[src/rtl/seq_det_pkg.sv]
// Shared types and limits for the serial pattern detectors.
package seq_det_pkg;

  // Detector FSM: collecting bits until a full window is held, then comparing.
  typedef enum logic {
    FILL  = 1'b0,
    ARMED = 1'b1
  } seq_state_t;

  // Legal range of the pattern length.
  localparam int SEQ_W_MIN = 2;
  localparam int SEQ_W_MAX = 16;

  // Legal range of the hit counter width.
  localparam int SEQ_CNT_W_MIN = 1;
  localparam int SEQ_CNT_W_MAX = 32;

endpackage

[src/rtl/seq_detector_sat_counter.sv]
// Saturating up-counter with synchronous clear; reusable by any detector.
module sat_counter #(
  parameter int WIDTH = 8
) (
  input  logic             clk,
  input  logic             rst,
  input  logic             clear,
  input  logic             inc,
  output logic [WIDTH-1:0] count
);

  localparam logic [WIDTH-1:0] CNT_MAX = '1;

  logic [WIDTH-1:0] cnt_d;
  logic [WIDTH-1:0] cnt_q;

  // Next count: clear wins, otherwise step up unless already at all-ones.
  always_comb begin
    cnt_d = cnt_q;
    if (clear) begin
      cnt_d = '0;
    end else if (inc && (cnt_q != CNT_MAX)) begin
      cnt_d = cnt_q + WIDTH'(1);
    end
  end

  // Count register with asynchronous active-low reset.
  always_ff @(posedge clk or negedge rst) begin
    if (!rst) begin
      cnt_q <= '0;
    end else begin
      cnt_q <= cnt_d;
    end
  end

  assign count = cnt_q;

endmodule

[src/rtl/seq_detector.sv]
// Programmable serial pattern detector with overlap control and hit counting.
module seq_detector
  import seq_det_pkg::*;
#(
  parameter int W     = 4,
  parameter int CNT_W = 8
) (
  input  logic             clk,
  input  logic             rst,
  input  logic             in_valid,
  input  logic             in_bit,
  input  logic [W-1:0]     pattern,
  input  logic             overlap,
  input  logic             clear,
  output logic             match,
  output logic             armed,
  output logic [CNT_W-1:0] match_cnt
);

  // Width of the fill counter, which must be able to hold the value W.
  localparam int FW = $clog2(W + 1);
  localparam logic [FW-1:0] FILL_FULL = FW'(W);

  // Out-of-range parameters are rejected at elaboration.
  if ((W < SEQ_W_MIN) || (W > SEQ_W_MAX)) begin : g_bad_w
    $error("seq_detector: W out of range");
  end
  if ((CNT_W < SEQ_CNT_W_MIN) || (CNT_W > SEQ_CNT_W_MAX)) begin : g_bad_cnt_w
    $error("seq_detector: CNT_W out of range");
  end

  logic [W-1:0]  hist_d;
  logic [W-1:0]  hist_q;
  logic [FW-1:0] fill_d;
  logic [FW-1:0] fill_q;
  seq_state_t    state_d;
  seq_state_t    state_q;
  logic          match_d;
  logic          match_q;

  logic [W-1:0]  hist_n;
  logic [FW-1:0] fill_n;
  logic          hit;

  // Candidate window and fill level if the current bit were accepted.
  always_comb begin
    hist_n = {hist_q[W-2:0], in_bit};
    fill_n = (fill_q == FILL_FULL) ? FILL_FULL : (fill_q + FW'(1));
  end

  // Next-state logic; clear discards the incoming bit and restores reset state.
  always_comb begin
    hist_d  = hist_q;
    fill_d  = fill_q;
    state_d = state_q;
    match_d = 1'b0;
    hit     = 1'b0;
    if (clear) begin
      hist_d  = '0;
      fill_d  = '0;
      state_d = FILL;
    end else if (in_valid) begin
      hist_d  = hist_n;
      hit     = (fill_n == FILL_FULL) && (hist_n == pattern);
      match_d = hit;
      if (hit && !overlap) begin
        fill_d  = '0;
        state_d = FILL;
      end else begin
        fill_d = fill_n;
        if (fill_n == FILL_FULL) begin
          state_d = ARMED;
        end
      end
    end
  end

  // Detector state and registered match pulse.
  always_ff @(posedge clk or negedge rst) begin
    if (!rst) begin
      hist_q  <= '0;
      fill_q  <= '0;
      state_q <= FILL;
      match_q <= 1'b0;
    end else begin
      hist_q  <= hist_d;
      fill_q  <= fill_d;
      state_q <= state_d;
      match_q <= match_d;
    end
  end

  sat_counter #(
    .WIDTH(CNT_W)
  ) u_hit_cnt (
    .clk  (clk),
    .rst  (rst),
    .clear(clear),
    .inc  (hit),
    .count(match_cnt)
  );

  assign match = match_q;
  assign armed = (state_q == ARMED);

endmodule

[config.mk]
export PLATFORM = sky130hd
export DESIGN_NAME = seq_detector
export DESIGN_NICKNAME = d
export VERILOG_FILES = /design/src/rtl/seq_det_pkg.sv /design/src/rtl/seq_detector_sat_counter.sv /design/src/rtl/seq_detector.sv
export SDC_FILE = /design/constraint.sdc
export NUM_CORES = 1
export LEC_CHECK = 0
export ABC_AREA = 1
export CAP_MARGIN = 10
export CORE_ASPECT_RATIO = 0.9
export CORE_UTILIZATION = 25
export DETAILED_ROUTE_END_ITERATION = 6
export SKIP_CTS_REPAIR_TIMING = 1
export SLEW_MARGIN = 25
export SYNTH_ARGS = -nofsm -noshare
export SYNTH_HDL_FRONTEND = slang
export SYNTH_HIERARCHICAL = 1
export SYNTH_SLANG_ARGS = --single-unit
[constraint.sdc]
create_clock -name clk -period 2.5 [get_ports clk]
set_input_delay 0.375 -clock clk [delete_from_list [all_inputs] [get_ports clk]]
set_output_delay 0.375 -clock clk [all_outputs]
set_load 0.005 [all_outputs]
==> flow_summary.ini <==
[clock_network]
h-tree-depth = 1
cts_num_sinks = 16
clk-insertion-delay-late_ns = 0.25
cts_root_buf = clkbuf_8
cts_buffers = 3
cts_tree = yes
cts_buffer_depth = 2
clk_pin_slew_ns = 0.06

[floorplan]
fp.dieH_um = 62.48
core_um2 = 3810
start_util_pct = 26.67
die_area_um2 = 4323
fp.dieW_um = 69.20
io_pins = 20
fp-row-count = 21

[global_route]
track_usage_pct = 10.96
antenna_found_initial = 0
grt_max_degree = 17
grt_pass1_wl_mm = 3.746
grt_overflow = 0
grt_pass1_vias = 792

[status]
outcome = completed

[logic_synthesis]
synth_nets = 155
yosys.area_share.simple_pct = 37.56
ys_warn_count = 6
synth.area.mux_share_pct = 0
async_flop_share_pct = 100.0
ys_top_cells_by_area = dfrtp_1 39%, nand2_1 15%, inv_1 8.9%
synth_top_area_share_pct = 39.41
ys.flop_type = dfrtp_1
ys_ff_latch = 16
yosys.area_share.adder_pct = 3.695
synth_top_family_by_area = simple AND/OR/NAND/NOR gates
synth-compound-area-share_pct = 8.128
synth_most_common_cell = nand2_1
ys_types = 23
yosysTopAreaCell = dfrtp_1
syn_area_per_cell_um2 = 7.155
syn_inst = 142
synthXorXnorAreaFrac_pct = 0
ys_seq_area_share_pct = 39.41
netlist_area_um2 = 1016
synth_edf_count = 0
synth_commonest_cells = 40 x nand2_1, 24 x inv_1, 16 x dfrtp_1

[sta]
clock_skew_ns = 0.003510
slew_violations = 0
setup_viol = 0
max_freq_mhz = 497.4
post-route-period-util_pct = 80.42
maxSlewHeadroom_pct = 49.03
rsz0062_at_grt = no
tightestPinTransition_ns = 0.7622
layout_min_cycle_time_ns = 2.011
setup_tns_ns = 0
finalHoldViolations = 0

[job]
max_cap_violations = 0

[detailed_routing]
ant_nets = 0
vias = 904
first_iter_violations = 28
wire_per_inst_um = 9.962
first_pass_iters = 4
drt-total-wl_mm = 2.102
vias_per_cell = 4.284
drc = 0

[final_layout]
num_antenna_cells = 0
fin_area_um2 = 1313
drive_gt1_share_pct = 13.94
flow.area_growth_from_synthesis_pct = 29.19
num-fill-cells = 400
nets = 180
final_util_pct = 34.45

[power_and_ir_drop]
p_total_mw = 0.5438
p_per_area_nw_per_um2 = 414.3
irDropWorstVdd_mv = 0.1107
p_leak_nw = 0.6294

[worst_hold_path]
hold_path_class = reg2reg

[critical_path]
critPathArrivalTime_ns = 2.16
critPathLaunchType = flop
r2r_slack_ns = 0.49
critical_path.most_common_cell = inv_1
cp_cell_sequence = inv_2 -> ha_1 -> inv_1 -> nand2_4 -> nor2_4 -> nand3_1 -> nor2_1 -> inv_1 -> a21oi_1 -> nand3_1 -> nand2_1 -> inv_1
end_kind = flop
max_stage_delay_ns = 0.36
critPathRequiredTime_ns = 2.65
cp_top_family = simple AND/OR/NAND/NOR gates
path_class = reg2reg
worst-path-buf-inv = 4
crit_path_top_delay_cell = dfrtp_1
cp_max_fo = 4

[placement]
gp_congestion = 0.8227
dp_hpwl_mm = 1.660
portBuffers = 19
placed_cell_area_um2 = 1271
## final timing paths
| check | from | to | cells past startpoint |
|---|---|---|---|
| worst min register to register | armed$_DFFE_PN0P_ | armed$_DFFE_PN0P_ | 2 |
| worst max register to register | fill_q[0]$_DFFE_PN0P_ | u_hit_cnt/count[7]$_DFFE_PN0P_ | 12 |
| min in group asynchronous | rst | u_hit_cnt/count[0]$_DFFE_PN0P_ | 1 |
| worst min-delay path | armed$_DFFE_PN0P_ | armed$_DFFE_PN0P_ | 2 |
| max in group asynchronous | rst | armed$_DFFE_PN0P_ | 1 |
| worst max-delay path | fill_q[0]$_DFFE_PN0P_ | u_hit_cnt/count[7]$_DFFE_PN0P_ | 12 |
## worst reg2reg max path: stages, from the launching register on
cell and delay (ns):
dfrtp_1 0.36, inv_2 0.06, ha_1 0.30, inv_1 0.10, nand2_4 0.07, nor2_4 0.12
nand3_1 0.07, nor2_1 0.25, inv_1 0.10, a21oi_1 0.28, nand3_1 0.11, nand2_1 0.07
inv_1 0.03
## stage by stage
stage / std cells / hold slack [ns] / setup slack, ns
2_1_floorplan: 142 / 0.07941 / 0.7186
3_3_place_gp: 208 / 0.5360 / 0.3810
3_5_place_dp: 208 / 0.5270 / 0.3031
4_1_cts: 211 / 0.5453 / 0.4569
5_1_grt: 211 / 0.5870 / 0.2606
6_report: 211 / 0.5332 / 0.4894
## layout make-up
cell class              instances  area, um^2  share of cell area [%]
clock buffers                   3       41.29                   3.146
repair buffers                 20       197.7                   15.06
multi-input cells              97       501.7                   38.23
inverters                      29       113.9                   8.675
flip-flops and latches         16       400.4                   30.51
well taps                      46       57.56                   4.385
## flip-flops by register name, summed over array words and instances (netlist names)
register / count
hist_q: 3
match: 1
fill_q: 3
u_hit_cnt/count: 8
armed: 1
## logic make-up (layout without fill, tap and decap cells)
group           Yosys count  after routing
compound gates           14             14
fa+ha+maj                 3              3
buf+inv                  29             52
flops                    16             16
simple gates             80             80
## power breakdown
part	internal (mW)	switching, mW
clock	0.107	0.0870
sequential	0.265	0.00608
combinational	0.0341	0.0446
## cells in the final DEF, fill, tap and decap left out, drive strengths merged
| cell type | netlist | layout |
|---|---|---|
| clkinv | 1 | 1 |
| o21ai | 4 | 4 |
| nand4 | 2 | 2 |
| clkbuf | 0 | 3 |
| a21oi | 5 | 5 |
| clkdlybuf4s50 | 0 | 19 |
| or2 | 1 | 1 |
| o21bai | 2 | 2 |
| nand2 | 46 | 46 |
| ha | 3 | 3 |
| dfrtp | 16 | 16 |
| nor2 | 15 | 15 |
| inv | 28 | 28 |
| nand3 | 13 | 13 |
| nor3 | 3 | 3 |
| buf | 0 | 1 |
| o22ai | 3 | 3 |
## routing by layer
layer,routed length [um],GRT usage [%]
met1,1121,15.57
met2,882,15.17
met3,64,1.935
met4,34,6.888
met5,0,0
Power figures use the tool's default switching activity.
